$ cat src/rtl/qam_symbol_sampler.sv
// qam_symbol_sampler: picks one matched-filter sample per symbol, slices it to a
// Gray-coded 16-QAM symbol and queues the result in a small FIFO.
// Ports:
//   clk, reset        clock, asynchronous active-high reset
//   enable            sampling active; low holds the sample counter at 0
//   baud_rate         00=2400, 01=4800, 10=9600, 11=19200 Bd
//   sample_phase      sampling instant within the symbol (masked to SPS-1)
//   din_valid         strobe marking a new filtered sample on din_i/din_q
//   din_i, din_q      signed I/Q samples
//   sym_valid         FIFO non-empty
//   sym_data          {gray_i, gray_q} at the FIFO head
//   sym_ready         consumer pops the head when sym_valid is high
//   fifo_level        FIFO occupancy
//   overflow          sticky: a symbol was dropped on a full FIFO
//   ovf_clr           synchronous clear of overflow
module qam_symbol_sampler #(
  parameter int unsigned             DW         = 68,
  parameter int unsigned             SPS_MIN    = 8,
  parameter logic signed [DW-1:0]    THRESH     = 68'sd1 <<< 60,
  parameter int unsigned             FIFO_DEPTH = 4
) (
  input  logic                 clk,
  input  logic                 reset,
  input  logic                 enable,
  input  logic [1:0]           baud_rate,
  input  logic [5:0]           sample_phase,
  input  logic                 din_valid,
  input  logic signed [DW-1:0] din_i,
  input  logic signed [DW-1:0] din_q,
  output logic                 sym_valid,
  output logic [3:0]           sym_data,
  input  logic                 sym_ready,
  output logic [2:0]           fifo_level,
  output logic                 overflow,
  input  logic                 ovf_clr
);

  localparam int unsigned CW = 6;
  localparam int unsigned AW = $clog2(FIFO_DEPTH);

  logic [1:0]           baud_q;
  logic [CW-1:0]        cnt;
  logic [CW-1:0]        sps_mask;
  logic [CW-1:0]        phase_eff;
  logic                 baud_chg;
  logic                 capture;

  logic                 cap_valid;
  logic signed [DW-1:0] cap_i;
  logic signed [DW-1:0] cap_q;
  logic [3:0]           sym_in;

  logic [3:0]           mem [FIFO_DEPTH];
  logic [AW-1:0]        wr_ptr;
  logic [AW-1:0]        rd_ptr;
  logic [2:0]           count;
  logic                 full;
  logic                 pop;
  logic                 push_ok;
  logic                 ovf_set;

  // Samples per symbol minus one, used as wrap point and phase mask.
  always_comb begin
    sps_mask = CW'(SPS_MIN - 1);
    case (baud_rate)
      2'b00:   sps_mask = CW'(SPS_MIN * 8 - 1);
      2'b01:   sps_mask = CW'(SPS_MIN * 4 - 1);
      2'b10:   sps_mask = CW'(SPS_MIN * 2 - 1);
      default: sps_mask = CW'(SPS_MIN - 1);
    endcase
  end

  assign phase_eff = sample_phase & sps_mask;
  // A baud change restarts the symbol count; that cycle never captures.
  assign baud_chg  = (baud_rate != baud_q);
  assign capture   = din_valid & enable & ~baud_chg & (cnt == phase_eff);

  // Sample counter and baud history.
  always_ff @(posedge clk or posedge reset) begin
    if (reset) begin
      cnt    <= '0;
      baud_q <= '0;
    end else begin
      baud_q <= baud_rate;
      if (!enable || baud_chg) begin
        cnt <= '0;
      end else if (din_valid) begin
        cnt <= (cnt == sps_mask) ? '0 : cnt + CW'(1);
      end
    end
  end

  // Slice stage register.
  always_ff @(posedge clk or posedge reset) begin
    if (reset) begin
      cap_valid <= 1'b0;
      cap_i     <= '0;
      cap_q     <= '0;
    end else begin
      cap_valid <= capture;
      if (capture) begin
        cap_i <= din_i;
        cap_q <= din_q;
      end
    end
  end

  // Four-level slicer with Gray mapping 00,01,11,10 from most negative up.
  function automatic logic [1:0] gray_slice(input logic signed [DW-1:0] x);
    if (x < -THRESH)     gray_slice = 2'b00;
    else if (x < 0)      gray_slice = 2'b01;
    else if (x < THRESH) gray_slice = 2'b11;
    else                 gray_slice = 2'b10;
  endfunction

  assign sym_in = {gray_slice(cap_i), gray_slice(cap_q)};

  // A pop on a full FIFO frees the slot for a coincident push.
  assign full    = (count == 3'(FIFO_DEPTH));
  assign pop     = (count != 3'd0) & sym_ready;
  assign push_ok = cap_valid & (~full | pop);
  assign ovf_set = cap_valid & full & ~pop;

  // Symbol FIFO storage, pointers, occupancy and sticky overflow.
  always_ff @(posedge clk or posedge reset) begin
    if (reset) begin
      for (int k = 0; k < FIFO_DEPTH; k++) mem[k] <= '0;
      wr_ptr   <= '0;
      rd_ptr   <= '0;
      count    <= '0;
      overflow <= 1'b0;
    end else begin
      if (push_ok) begin
        mem[wr_ptr] <= sym_in;
        wr_ptr      <= wr_ptr + AW'(1);
      end
      if (pop) rd_ptr <= rd_ptr + AW'(1);
      case ({push_ok, pop})
        2'b10:   count <= count + 3'd1;
        2'b01:   count <= count - 3'd1;
        default: count <= count;
      endcase
      if (ovf_set)      overflow <= 1'b1;
      else if (ovf_clr) overflow <= 1'b0;
    end
  end

  assign fifo_level = count;
  assign sym_valid  = (count != 3'd0);
  assign sym_data   = mem[rd_ptr];

endmodule
$ cat config.mk
export PLATFORM = sky130hd
export DESIGN_NAME = qam_symbol_sampler
export DESIGN_NICKNAME = d
export VERILOG_FILES = /design/src/rtl/qam_symbol_sampler.sv
export SDC_FILE = /design/constraint.sdc
export NUM_CORES = 1
export LEC_CHECK = 0
export BUFFER_PORTS_ARGS = -buffer_cell sky130_fd_sc_hd__buf_4
export CAP_MARGIN = 30
export CORE_MARGIN = 5
export CORE_UTILIZATION = 30
export CTS_CLUSTER_SIZE = 20
export DETAILED_ROUTE_END_ITERATION = 6
export PLACE_DENSITY = 0.73
export SYNTH_ARGS = -nofsm -noshare
export SYNTH_HDL_FRONTEND = slang
export SYNTH_SLANG_ARGS = --single-unit
$ cat constraint.sdc
create_clock -name clk -period 2.15 [get_ports clk]
set_input_delay 0.3225 -clock clk [delete_from_list [all_inputs] [get_ports clk]]
set_output_delay 0.3225 -clock clk [all_outputs]
set_load 0.02 [all_outputs]
==> metrics.log <==
[metrics] latest clock arrival within the worst-skew pair: ~300 ps
[metrics] Required @ worst endpoint: roughly 2400 ps
[metrics] Mean Syn Cell Area: roughly 13 um2
[metrics] CTS sink count: 49
[metrics] number of synthesized register bits: 49
[metrics] antenna-violating nets left: 0
[metrics] number of antenna violations at the first check in global routing: 0
[metrics] setup TNS after final layout: 0 ps
[metrics] number of placed I/O pins: 159
[metrics] Post-Synthesis Cells: 194
[metrics] total of buffers placed on input and output ports: 38
[metrics] placeable core region: 7810 um2
[metrics] die height: 100 um
[metrics] fill cell instance count of the final layout: 770
[metrics] Clock Skew: 6.32 ps
[metrics] number of cells in the design after placement: about 330
[metrics] list of most frequent post-synthesis cells: dfrtp_1, mux2_1, nand2_1, inv_1
[metrics] routed len/inst: 13.6 um
[metrics] gr usage total: roughly a tenth
[metrics] total wire length after detailed routing: roughly 4.6 mm
[metrics] Synth cell types: 40
[metrics] Worst Max-Slew Pin Slew: ~550 ps
[metrics] number of vias after detailed routing: around 1,600
[metrics] critical path class: reg -> reg
[metrics] total power per unit cell area: ~770 nW/um2
[metrics] total number of yosys warnings: 0
[metrics] sequence of cells on the critical path: or3_1 -> and2_1 -> ha_1 -> inv_1 -> fa_1 -> o21ai_0
[metrics] total standard cell area after synthesis: 2430 um2
[metrics] Setup violations, final: 0
[metrics] fraction of the yosys area taken by sequential cells: 50.4%
[metrics] area leader, netlist: dfrtp_1
[metrics] setup repair after global routing missed its margin: false
[metrics] Critical Path Slowest Stage Cell: dfrtp_2
[metrics] Vias/cell: about 4.7
[metrics] Synth top area share: approximately half
[metrics] starting density of the core: between 30% and 40%
[metrics] max_cap viols: 0
[metrics] area enclosed by the die boundary: between 10,000 and 15,000 um2
[metrics] net count of the mapped netlist: ~350
[metrics] Placer Congestion: 0.778
[metrics] total leakage power: around 1.4 nW
[metrics] biggest area contributors in the synthesized netlist: dfrtp_1, mux2_1, mux2_4
[metrics] worst rel slew slack: ~63%
[metrics] class of the worst hold path: in -> async
[metrics] clock-pin slew on the worst setup and hold paths: around 90 ps
[metrics] layout-stage area growth over the synthesis result: 22.1%
[metrics] site row count: 32
[metrics] Root Buffer: clkbuf_8
[metrics] initial detailed-routing violation count: between 60 and 70
[metrics] TritonCTS clock tree: built
[metrics] maximum cell stage delay along the critical path: ~460 ps
[metrics] endpoint arrival time on the critical path: ~2200 ps
[metrics] highest clock rate: about 500 MHz
[metrics] worst supply voltage drop on vdd: between 0.3 and 0.4 mV
[metrics] clock buffers created by TritonCTS: 5
[metrics] Worst Setup Slack post-DPL: 87.9 ps
[metrics] number of buffers on the longest clock path: 2
[metrics] crit end category: flop
[metrics] cell with the most instances after synthesis: dfrtp_1
[metrics] post-route clock period utilization: a little over nine tenths
[metrics] Async S/R FF share, synth: 100%
[metrics] post-layout net count: 397
[metrics] startpoint kind of the worst setup timing path: flop
[metrics] Die X-Extent: about 100 um
[metrics] number of enable-type register cells in the synthesized netlist: 0
[metrics] htree depth: 2
[metrics] logic depth of the worst register-to-register path: 6
[metrics] total DRC errors in the routed layout: 0
[metrics] result of the run: finished, final reports clean
[metrics] detailed-placement wirelength estimate: around 3.6 mm
[metrics] post-layout worst setup margin: roughly 130 ps
[metrics] global-route congestion overflow total: 0
[metrics] number of pins with negative max-slew slack in the final report: 0
[metrics] endpoints failing hold: 0
[metrics] vias in the first global route: 1,600
[metrics] ANT cells: 0
[metrics] Tmin final: between 2000 and 2500 ps
[metrics] pin count of the biggest net entering global routing: 26
[metrics] fraction of final layout cells sized beyond drive strength 1: 33.5%
[metrics] wire length of the first global-routing pass: between 7 and 8 mm
[metrics] non-filler cells in the finished layout: 341
[metrics] dominant register cell in the synthesized netlist: dfrtp_1
[metrics] drt first pass iters: 4
[metrics] maximum fanout count along the critical path: 5
## power by group
part | switching (mW) | internal, mW | leakage, nW | total, mW
clock network | 0.307 | 0.225 | 0.0439 | 0.532
registers | 0.133 | 1.03 | 0.651 | 1.17
logic | 0.271 | 0.313 | 0.720 | 0.584
total | 0.711 | 1.57 | 1.42 | 2.28
## final cells by class
cell class | instances | area (um2) | area share, %
clock buffers | 5 | 68.8 | 2.32
clock inverters | 3 | 17.5 | 0.590
inverters | 13 | 48.8 | 1.64
multi-input cells | 127 | 1140 | 38.3
flip-flops and latches | 49 | 1230 | 41.4
well taps | 102 | 128 | 4.30
repair buffers | 42 | 340 | 11.5
## layout by cell type, fill, tap and decap left out, types with 3 or more instances in the layout
cell type,instances
dfrtp_1,47
buf_4,40
nand2_1,16
mux2_1,16
inv_1,12
nor2_1,9
mux2_4,9
xnor2_1,8
ha_1,8
mux2_2,7
xor2_1,5
clkbuf_8,5
o21ai_0,4
a21oi_1,4
nand4_1,4
mux4_2,4
nand3_1,3
nor3_1,3
## cell families (layout without fill, tap and decap cells)
group / Yosys count / count (layout) / synth area share [%]
fa+ha+maj: 9 / 9 / 4.94
compound gates: 17 / 17 / 4.84
mux: 37 / 37 / 20.3
flops: 49 / 49 / 50.4
simple gates: 50 / 50 / 10.7
xor+xnor: 14 / 14 / 5.35
buf+inv: 18 / 63 / 3.45
## what timing repair did
action | in CTS | in global routing
hold buffers | 0 | 0
buffers inserted | 0 | 1
resized for setup | 0 | 3
endpoints found under the setup margin | 0 | 1
## worst max-delay path, delay by kind of cell (launching register included)
kind	cells	cell delay (ps)
and+or+nand+nor	2	600
DFF	1	460
buffers and inverters	1	70
AOI/OAI and AO/OA	1	170
adders and majority gates	2	640
## registers in the layout, summed over array words and instances (netlist names)
name	flops
overflow	1
baud_q	2
cap_valid	1
mem	16
wr_ptr	2
cnt	6
cap_q	8
fifo_level	3
cap_i	8
rd_ptr	2
## through the flow
step           hold WS [ps]  area [um2]  util, %  power, mW
6_report               63.1        2970     38.0       2.28
5_1_grt                 101        2970     38.0       2.44
4_1_cts                73.8        2950     37.8       2.29
3_5_place_dp            409        2860     36.7       1.75
3_3_place_gp            400        2860     36.7       1.73
2_1_floorplan           354        2440        -       1.53
## metal layers
layer / up-vias / track usage, % / share of wire, %
met1: 778 / 14.9 / 50
met3: 8 / 1.46 / 2.7
met5: - / 0 / 0
li1: 768 / - / -
met2: 32 / 14.2 / 45
met4: 0 / 4.35 / 1.8
## final timing paths
| check | slack [ps] | from | to |
|---|---|---|---|
| max | 130 | fifo_level[1] | fifo_level[1] |
| min | 60 | reset | overflow |
| max reg2reg | 130 | fifo_level[1] | fifo_level[1] |
| min reg2reg | 480 | cap_valid | overflow |
| max in group asynchronous | 1560 | reset | cap_i[61] |
| min in group clk | 190 | baud_rate[0] | baud_q[0] |
Power figures use the tool's default switching activity.
